**src/rtl/mem_req_arbiter_rr_if.sv**
```systemverilog
// ---------------------------------------------------------------------------
// mem_req_arbiter_rr_if
//
// Purpose: bundles the single shared L1-to-memory port. The request half
// (valid/ready handshake plus the granted address, store line, tag and
// opcode) flows from the arbiter to memory. The response half (in-order
// strobe plus load line) flows back.
//
// Signals:
//   mem_req_valid       arbiter -> memory   request valid (registered in arbiter)
//   mem_req_ready       memory  -> arbiter  request accepted when valid && ready
//   mem_req_addr        arbiter -> memory   granted address
//   mem_req_store_data  arbiter -> memory   granted store line
//   mem_req_tag         arbiter -> memory   granted tag (opaque)
//   mem_req_opcode      arbiter -> memory   granted opcode (opaque)
//   mem_rsp_valid       memory  -> arbiter  in-order response strobe
//   mem_rsp_load_data   memory  -> arbiter  response line
//
// Modports:
//   master : the arbiter side
//   slave  : the memory side
// ---------------------------------------------------------------------------
interface mem_req_arbiter_rr_if #(
    parameter int ADDR_W = 32,
    parameter int DATA_W = 128,
    parameter int TAG_W  = 4
);
    logic              mem_req_valid;
    logic              mem_req_ready;
    logic [ADDR_W-1:0] mem_req_addr;
    logic [DATA_W-1:0] mem_req_store_data;
    logic [TAG_W-1:0]  mem_req_tag;
    logic [3:0]        mem_req_opcode;
    logic              mem_rsp_valid;
    logic [DATA_W-1:0] mem_rsp_load_data;

    modport master (
        output mem_req_valid,
        output mem_req_addr,
        output mem_req_store_data,
        output mem_req_tag,
        output mem_req_opcode,
        input  mem_req_ready,
        input  mem_rsp_valid,
        input  mem_rsp_load_data
    );

    modport slave (
        input  mem_req_valid,
        input  mem_req_addr,
        input  mem_req_store_data,
        input  mem_req_tag,
        input  mem_req_opcode,
        output mem_req_ready,
        output mem_rsp_valid,
        output mem_rsp_load_data
    );
endinterface

```
**src/rtl/mem_req_arbiter_rr.sv**
```systemverilog
// ---------------------------------------------------------------------------
// mem_req_arbiter_rr
//
// Purpose: round-robin arbiter that shares the single memory port between
// N_REQ clients (L1D, L1I, later a page walker and prefetcher). Each client
// may hold at most one transaction. Up to MAX_OUT granted-but-unanswered
// transactions may be in flight. Memory answers strictly in order, so a
// FIFO of granted client ids steers each response back to its owner.
//
// Ports:
//   clk, reset          clock and synchronous active-high reset
//   req_valid[N_REQ]    one-cycle request pulse per client
//   req_addr            client i at [i*ADDR_W +: ADDR_W], stable until its response
//   req_store_data      client i at [i*DATA_W +: DATA_W], same stability
//   req_tag             client i at [i*TAG_W  +: TAG_W],  same stability
//   req_opcode          client i at [i*4 +: 4],          same stability
//   mem                 shared memory port (master modport)
//   rsp_valid[N_REQ]    one-hot response strobe for the owning client
//   rsp_load_data       response line broadcast to every client
//   outstanding         granted-but-unanswered transaction count
//   proto_err           sticky flag for client or memory protocol violations
// ---------------------------------------------------------------------------
module mem_req_arbiter_rr #(
    parameter int N_REQ   = 3,
    parameter int ADDR_W  = 32,
    parameter int DATA_W  = 128,
    parameter int TAG_W   = 4,
    parameter int MAX_OUT = 2,
    localparam int ID_W   = $clog2(N_REQ),
    localparam int CNT_W  = $clog2(MAX_OUT + 1),
    localparam int FP_W   = (MAX_OUT > 1) ? $clog2(MAX_OUT) : 1
) (
    input  logic                      clk,
    input  logic                      reset,
    input  logic [N_REQ-1:0]          req_valid,
    input  logic [N_REQ*ADDR_W-1:0]   req_addr,
    input  logic [N_REQ*DATA_W-1:0]   req_store_data,
    input  logic [N_REQ*TAG_W-1:0]    req_tag,
    input  logic [N_REQ*4-1:0]        req_opcode,
    mem_req_arbiter_rr_if.master      mem,
    output logic [N_REQ-1:0]          rsp_valid,
    output logic [DATA_W-1:0]         rsp_load_data,
    output logic [CNT_W-1:0]          outstanding,
    output logic                      proto_err
);

    // Per-client bookkeeping: pending = requested but not yet granted,
    // busy = granted and waiting for its response (its id sits in the FIFO).
    logic [N_REQ-1:0]  pending_q, pending_d;
    logic [N_REQ-1:0]  busy_q, busy_d;
    logic [ID_W-1:0]   rr_ptr_q, rr_ptr_d;

    // Grant-order FIFO of client ids.
    logic [ID_W-1:0]   fifo_q [MAX_OUT];
    logic [ID_W-1:0]   fifo_d [MAX_OUT];
    logic [FP_W-1:0]   wr_ptr_q, wr_ptr_d;
    logic [FP_W-1:0]   rd_ptr_q, rd_ptr_d;
    logic [CNT_W-1:0]  count_q, count_d;

    // Registered downstream request.
    logic              mem_req_valid_q, mem_req_valid_d;
    logic [ADDR_W-1:0] mem_req_addr_q, mem_req_addr_d;
    logic [DATA_W-1:0] mem_req_store_data_q, mem_req_store_data_d;
    logic [TAG_W-1:0]  mem_req_tag_q, mem_req_tag_d;
    logic [3:0]        mem_req_opcode_q, mem_req_opcode_d;

    logic              proto_err_q, proto_err_d;

    // Combinational helpers.
    logic [N_REQ-1:0]  n_pending;
    logic              req_err;
    logic              rsp_err;
    logic              pop;
    logic              slot_free;
    logic              credit_ok;
    logic              win_found;
    logic [ID_W-1:0]   win_id;
    logic              grant;
    logic [ID_W-1:0]   head_id;

    function automatic logic [FP_W-1:0] fp_next(input logic [FP_W-1:0] p);
        fp_next = (int'(p) == MAX_OUT - 1) ? '0 : FP_W'(int'(p) + 1);
    endfunction

    assign head_id = fifo_q[rd_ptr_q];

    // Arbitration and next-state logic. A pulse from a client that is still
    // pending or busy is dropped and flagged. A response popping client i in
    // the same cycle as a fresh pulse from i is therefore also a violation,
    // because busy_q is still set. The credit check allows a pop in this cycle
    // to free a slot for a grant in the same cycle.
    always_comb begin
        n_pending            = pending_q | (req_valid & ~busy_q);
        req_err              = |(req_valid & (pending_q | busy_q));
        pop                  = mem.mem_rsp_valid && (count_q != '0);
        rsp_err              = mem.mem_rsp_valid && (count_q == '0);
        slot_free            = !mem_req_valid_q || mem.mem_req_ready;
        credit_ok            = (int'(count_q) - int'(pop)) < MAX_OUT;

        win_found            = 1'b0;
        win_id               = '0;
        for (int k = 0; k < N_REQ; k++) begin
            if (!win_found && n_pending[(int'(rr_ptr_q) + k) % N_REQ]) begin
                win_found = 1'b1;
                win_id    = ID_W'((int'(rr_ptr_q) + k) % N_REQ);
            end
        end
        grant                = slot_free && credit_ok && win_found;

        pending_d            = n_pending;
        busy_d               = busy_q;
        rr_ptr_d             = rr_ptr_q;
        fifo_d               = fifo_q;
        wr_ptr_d             = wr_ptr_q;
        rd_ptr_d             = rd_ptr_q;
        count_d              = CNT_W'(int'(count_q) + int'(grant) - int'(pop));
        mem_req_valid_d      = mem_req_valid_q;
        mem_req_addr_d       = mem_req_addr_q;
        mem_req_store_data_d = mem_req_store_data_q;
        mem_req_tag_d        = mem_req_tag_q;
        mem_req_opcode_d     = mem_req_opcode_q;
        proto_err_d          = proto_err_q | req_err | rsp_err;

        if (pop) begin
            busy_d[head_id] = 1'b0;
            rd_ptr_d        = fp_next(rd_ptr_q);
        end

        // A granted client cannot also be the one being popped (it was not
        // busy), so the order of these updates does not matter.
        if (grant) begin
            pending_d[win_id]    = 1'b0;
            busy_d[win_id]       = 1'b1;
            rr_ptr_d             = (int'(win_id) == N_REQ - 1) ? '0 : win_id + 1'b1;
            fifo_d[wr_ptr_q]     = win_id;
            wr_ptr_d             = fp_next(wr_ptr_q);
            mem_req_valid_d      = 1'b1;
            mem_req_addr_d       = req_addr[int'(win_id)*ADDR_W +: ADDR_W];
            mem_req_store_data_d = req_store_data[int'(win_id)*DATA_W +: DATA_W];
            mem_req_tag_d        = req_tag[int'(win_id)*TAG_W +: TAG_W];
            mem_req_opcode_d     = req_opcode[int'(win_id)*4 +: 4];
        end else if (slot_free) begin
            mem_req_valid_d      = 1'b0;
        end
    end

    // State registers.
    always_ff @(posedge clk) begin
        if (reset) begin
            pending_q            <= '0;
            busy_q               <= '0;
            rr_ptr_q             <= '0;
            for (int i = 0; i < MAX_OUT; i++) fifo_q[i] <= '0;
            wr_ptr_q             <= '0;
            rd_ptr_q             <= '0;
            count_q              <= '0;
            mem_req_valid_q      <= 1'b0;
            mem_req_addr_q       <= '0;
            mem_req_store_data_q <= '0;
            mem_req_tag_q        <= '0;
            mem_req_opcode_q     <= '0;
            proto_err_q          <= 1'b0;
        end else begin
            pending_q            <= pending_d;
            busy_q               <= busy_d;
            rr_ptr_q             <= rr_ptr_d;
            fifo_q               <= fifo_d;
            wr_ptr_q             <= wr_ptr_d;
            rd_ptr_q             <= rd_ptr_d;
            count_q              <= count_d;
            mem_req_valid_q      <= mem_req_valid_d;
            mem_req_addr_q       <= mem_req_addr_d;
            mem_req_store_data_q <= mem_req_store_data_d;
            mem_req_tag_q        <= mem_req_tag_d;
            mem_req_opcode_q     <= mem_req_opcode_d;
            proto_err_q          <= proto_err_d;
        end
    end

    assign mem.mem_req_valid      = mem_req_valid_q;
    assign mem.mem_req_addr       = mem_req_addr_q;
    assign mem.mem_req_store_data = mem_req_store_data_q;
    assign mem.mem_req_tag        = mem_req_tag_q;
    assign mem.mem_req_opcode     = mem_req_opcode_q;

    // Response steering: the FIFO head owns the current response. A strobe
    // with an empty FIFO is dropped here and flagged through rsp_err.
    assign rsp_valid     = pop ? (N_REQ'(1) << head_id) : '0;
    assign rsp_load_data = mem.mem_rsp_load_data;
    assign outstanding   = count_q;
    assign proto_err     = proto_err_q;

endmodule

```
**src/flat_wrapper.sv**
```systemverilog
// flat-port wrapper written by rule: the top's interface ports become plain ports
module mem_req_arbiter_rr_flat 
#(
    parameter int N_REQ   = 3,
    parameter int ADDR_W  = 32,
    parameter int DATA_W  = 128,
    parameter int TAG_W   = 4,
    parameter int MAX_OUT = 2,
    localparam int ID_W   = $clog2(N_REQ),
    localparam int CNT_W  = $clog2(MAX_OUT + 1),
    localparam int FP_W   = (MAX_OUT > 1) ? $clog2(MAX_OUT) : 1
)
  (clk, reset, req_valid, req_addr, req_store_data, req_tag, req_opcode, rsp_valid, rsp_load_data, outstanding, proto_err, mem_mem_req_valid, mem_mem_req_addr, mem_mem_req_store_data, mem_mem_req_tag, mem_mem_req_opcode, mem_mem_req_ready, mem_mem_rsp_valid, mem_mem_rsp_load_data);
  mem_req_arbiter_rr_if #(.ADDR_W(ADDR_W), .DATA_W(DATA_W), .TAG_W(TAG_W)) mem_i ();
  input  logic clk;
  input  logic reset;
  input  logic [N_REQ-1:0] req_valid;
  input  logic [N_REQ*ADDR_W-1:0] req_addr;
  input  logic [N_REQ*DATA_W-1:0] req_store_data;
  input  logic [N_REQ*TAG_W-1:0] req_tag;
  input  logic [N_REQ*4-1:0] req_opcode;
  output logic [N_REQ-1:0] rsp_valid;
  output logic [DATA_W-1:0] rsp_load_data;
  output logic [CNT_W-1:0] outstanding;
  output logic proto_err;
  output wire logic [$bits(mem_i.mem_req_valid)-1:0] mem_mem_req_valid;
  output wire logic [$bits(mem_i.mem_req_addr)-1:0] mem_mem_req_addr;
  output wire logic [$bits(mem_i.mem_req_store_data)-1:0] mem_mem_req_store_data;
  output wire logic [$bits(mem_i.mem_req_tag)-1:0] mem_mem_req_tag;
  output wire logic [$bits(mem_i.mem_req_opcode)-1:0] mem_mem_req_opcode;
  input wire logic [$bits(mem_i.mem_req_ready)-1:0] mem_mem_req_ready;
  input wire logic [$bits(mem_i.mem_rsp_valid)-1:0] mem_mem_rsp_valid;
  input wire logic [$bits(mem_i.mem_rsp_load_data)-1:0] mem_mem_rsp_load_data;
  assign mem_mem_req_valid = mem_i.mem_req_valid;
  assign mem_mem_req_addr = mem_i.mem_req_addr;
  assign mem_mem_req_store_data = mem_i.mem_req_store_data;
  assign mem_mem_req_tag = mem_i.mem_req_tag;
  assign mem_mem_req_opcode = mem_i.mem_req_opcode;
  assign mem_i.mem_req_ready = mem_mem_req_ready;
  assign mem_i.mem_rsp_valid = mem_mem_rsp_valid;
  assign mem_i.mem_rsp_load_data = mem_mem_rsp_load_data;
  mem_req_arbiter_rr #(.N_REQ(N_REQ), .ADDR_W(ADDR_W), .DATA_W(DATA_W), .TAG_W(TAG_W), .MAX_OUT(MAX_OUT)) u_core (.clk(clk), .reset(reset), .req_valid(req_valid), .req_addr(req_addr), .req_store_data(req_store_data), .req_tag(req_tag), .req_opcode(req_opcode), .mem(mem_i), .rsp_valid(rsp_valid), .rsp_load_data(rsp_load_data), .outstanding(outstanding), .proto_err(proto_err));
endmodule
```
**config.mk**
```make
export PLATFORM = sky130hd
export DESIGN_NAME = mem_req_arbiter_rr_flat
export DESIGN_NICKNAME = d
export VERILOG_FILES = /design/src/rtl/mem_req_arbiter_rr_if.sv /design/src/rtl/mem_req_arbiter_rr.sv /design/src/flat_wrapper.sv
export SDC_FILE = /design/constraint.sdc
export NUM_CORES = 1
export LEC_CHECK = 0
export ABC_CLOCK_PERIOD_IN_PS = 3400
export CAP_MARGIN = 20
export CORE_AREA = 2 2 371 373
export CTS_BUF_LIST = sky130_fd_sc_hd__clkbuf_8
export CTS_CLUSTER_SIZE = 20
export DETAILED_ROUTE_END_ITERATION = 10
export DIE_AREA = 0 0 373 375
export GPL_TIMING_DRIVEN = 1
export SYNTH_ARGS = -nofsm -noshare
export SYNTH_HDL_FRONTEND = slang
export SYNTH_SLANG_ARGS = --single-unit
```
**constraint.sdc**
```tcl
create_clock -name clk -period 3.4 [get_ports clk]
set_input_delay 0.85 -clock clk [delete_from_list [all_inputs] [get_ports clk]]
set_output_delay 0.85 -clock clk [all_outputs]
set_load 0.02 [all_outputs]
```
==> results.json <==
{
  "status": "finished, final reports clean",
  "synth_edf_count": 0,
  "period_needed_ps": 3098,
  "worstMarginPinSlew_ps": 821.5,
  "ys_ff_latch": 186,
  "cts_buffer_depth": 2,
  "p_seq_frac": 0.188,
  "die_h_um": 375,
  "swShare": 0.5100,
  "drtPass1Iterations": 9,
  "rows": 136,
  "dr.first_iter.drc_count": 1033,
  "antenna_found_initial": 97,
  "finalCritPeriodShare": 0.9111,
  "cts_buffers": 17,
  "route.vias.total": 13230,
  "initial_utilization": 0.07910,
  "ios": 942,
  "p_leak_nw": 6.264,
  "multi_input_area_sq_um": 5469,
  "required_ps": 3880,
  "ir_drop_mv": 0.5081,
  "fin_tns_setup_ps": 0,
  "dpl.hpwl_um": 71800,
  "cts_root_buffer": "clkbuf_8",
  "syn_inst": 1272,
  "p_clk_frac": 0.093,
  "fillers": 15460,
  "synth_seq_area_share": 0.3454,
  "powerDensity_nw_per_um2": 931.4,
  "finalMaxSlewViolations": 0,
  "areaGrowthSynthToFinish_pct": 83.34,
  "grt_usage": 0.1198,
  "r2r_start": "u_core.rr_ptr_q[0]$_SDFFE_PP0N_",
  "grt_overflow": 0,
  "final_cell_mix": "681 x clkdlybuf4s50_1, 186 x dfxtp_1, 106 x nand2_1",
  "clk_latency_ps": 650,
  "fmax_mhz": 322.8,
  "avgRoutedWirePerCell_um": 24.31,
  "cp-start-kind": "register",
  "die-area_sq_um": 139900,
  "post-route-util": 0.1450,
  "grt_pass1_vias": 12830,
  "postRouteAntennaNets": 0,
  "worstSetupEndpointType": "register",
  "place.port_buffers": 685,
  "ys.flop_type": "dfxtp_1",
  "p_comb_frac": 0.718,
  "syn-cell-area_sq_um": 10780,
  "final_nets": 2410,
  "rsz0062_at_grt": "no",
  "drt-vias-per-instance": 3.695,
  "worstPathMaxFanout": 43,
  "drc": 0,
  "cp-startpoint": "u_core.rr_ptr_q[0]$_SDFFE_PP0N_",
  "p_int_mw": 9.021,
  "hp-start": "u_core.busy_q[1]$_SDFF_PP0_",
  "cts_sinks": 186,
  "layout-drive-gt1-share": 0.06858,
  "critical_path_class": "reg2reg",
  "core_area_sq_um": 136300,
  "ys_warn_count": 0,
  "cts_tree": "built",
  "cts.reportedPaths.clkPinSlew_ps": 130,
  "setup_viol": 0,
  "seqCellArea_sq_um": 3724,
  "place_congestion": 0.8040,
  "ctsHtreeMaxLevel": 4,
  "grt_max_degree": 90,
  "min_path_type": "reg2reg",
  "post_cts_buffers": 0,
  "die_x_um": 373,
  "grt_pass1_wl_um": 113800,
  "synth_fp_nets": 1916,
  "skew_ps": 28.63,
  "p_sw_mw": 9.389,
  "finalHoldViolations": 0,
  "ys_async_sr_fraction": 0,
  "timing.max_cap.violations": 0,
  "arrival_ps": 3580,
  "synth_cell_type_count": 48,
  "routed_wirelength_um": 87050,
  "final_common_cell": "clkdlybuf4s50_1",
  "slew_headroom": 0.4452,
  "avgSynthCellArea_sq_um": 8.476
}
[metrics by stage]
| step | cell area [sq um] | power, mW | hold WS, ps | instances | setup slack (ps) |
|---|---|---|---|---|---|
| after floorplan | 10780 | 10.28 | 458.3 | 1272 | 515.6 |
| after global placement | 19350 | 16.95 | 478.6 | 3541 | -355.9 |
| after detailed placement | 19350 | 16.97 | 482.5 | 3541 | -394.9 |
| after CTS | 19740 | 18.82 | 500.5 | 3573 | 173.9 |
| after global routing | 19760 | 19.68 | 537.3 | 3578 | 115.4 |
| final | 19770 | 18.41 | 506.9 | 3581 | 302.4 |
[sequential cells by signal, indices dropped and copies added (netlist names)]
name / cells
u_core.mem.mem_req_opcode: 4
u_core.outstanding: 2
u_core.mem.mem_req_addr: 32
u_core.rr_ptr_q: 2
u_core.busy_q: 3
u_core.wr_ptr_q: 1
u_core.mem.mem_req_store_data: 128
u_core.proto_err: 1
u_core.mem.mem_req_valid: 1
u_core.pending_q: 3
u_core.fifo_q: 4
u_core.rd_ptr_q: 1
u_core.mem.mem_req_tag: 4
[critical path, stage by stage, from the launching register on]
cell,delay (ps)
dfxtp_1,380
inv_1,50
ha_1,340
inv_2,80
o31ai_1,330
buf_4,180
o2111ai_4,220
buf_12,240
buf_12,170
a22oi_1,670
o221ai_1,230
[cells in the mapped netlist (all sizes together) (2+ instances only)]
cell | number | area (sq um)
a211oi | 72 | 540.5
a21oi | 82 | 410.4
a221oi | 2 | 17.52
a222oi | 72 | 720.7
a22oi | 96 | 720.7
and2 | 2 | 12.51
and3 | 3 | 18.77
buf | 192 | 1279
clkbuf | 91 | 342.8
dfxtp | 186 | 3724
ha | 5 | 62.56
inv | 11 | 41.29
mux2i | 4 | 40.04
nand2 | 106 | 397.9
nand2b | 3 | 18.77
nand3 | 4 | 20.02
nand4 | 96 | 600.6
nor2 | 12 | 47.55
nor2b | 100 | 628.1
nor3b | 2 | 15.01
o2111ai | 2 | 23.77
o21ai | 11 | 55.05
o221ai | 97 | 849.6
o31ai | 2 | 15.01
o41ai | 3 | 45.05
or3 | 2 | 12.51
xor2 | 2 | 17.52
[area by class of cell]
class                   count  area share
clock inverters            14    0.007469
diodes                      8    0.001013
well taps                1794      0.1136
inverters                  12    0.002532
multi-input cells         791      0.2767
repair buffers            758      0.3978
clock buffers              18     0.01253
flip-flops and latches    186      0.1884
[layer usage]
metal  vias up  track usage  wire [um]
met5         -            0        243
met2       822       0.2100      42600
met3       232      0.05948       9784
met1      6299       0.1257      31700
met4        40      0.03405       2719
li1       5839            -          -
[worst paths after layout]
| check | end | slack, ps | cells past startpoint |
|---|---|---|---|
| hold / removal | u_core.busy_q[1]$_SDFF_PP0_ | 510 | 2 |
| setup / recovery | u_core.mem.mem_req_store_data[56]$_SDFFE_PP0N_ | 300 | 10 |
| setup reg to reg | u_core.mem.mem_req_store_data[56]$_SDFFE_PP0N_ | 300 | 10 |
| hold reg to reg | u_core.busy_q[1]$_SDFF_PP0_ | 510 | 2 |
[power by group through the flow]
stage | clock, mW | sequential [mW] | combinational (mW)
5_1_grt | 1.89 | 3.56 | 14.2
3_5_place_dp | 0 | 3.50 | 13.5
3_3_place_gp | 0 | 3.49 | 13.5
4_1_cts | 1.86 | 3.47 | 13.5
2_1_floorplan | 0 | 4.21 | 6.08
6_report | 1.72 | 3.47 | 13.2
[cell families (layout without fill, tap and decap cells)]
group / Yosys count / after routing / share of synthesized area
DFF: 186 / 186 / 0.3454
AOI/OAI and AO/OA: 446 / 446 / 0.3219
buffers and inverters: 295 / 802 / 0.1546
muxes: 4 / 4 / 0.003714
other: 0 / 8 / 0
and+or+nand+nor: 334 / 334 / 0.1670
adders and majority gates: 5 / 5 / 0.005802
xor gates and xnor gates: 2 / 2 / 0.001625
[what timing repair did]
item / 4_1_cts / 5_1_grt
gates resized for setup: 0 / 1
hold buffers: 0 / 0
setup endpoints to repair: 0 / 1
Power figures use the tool's default switching activity.
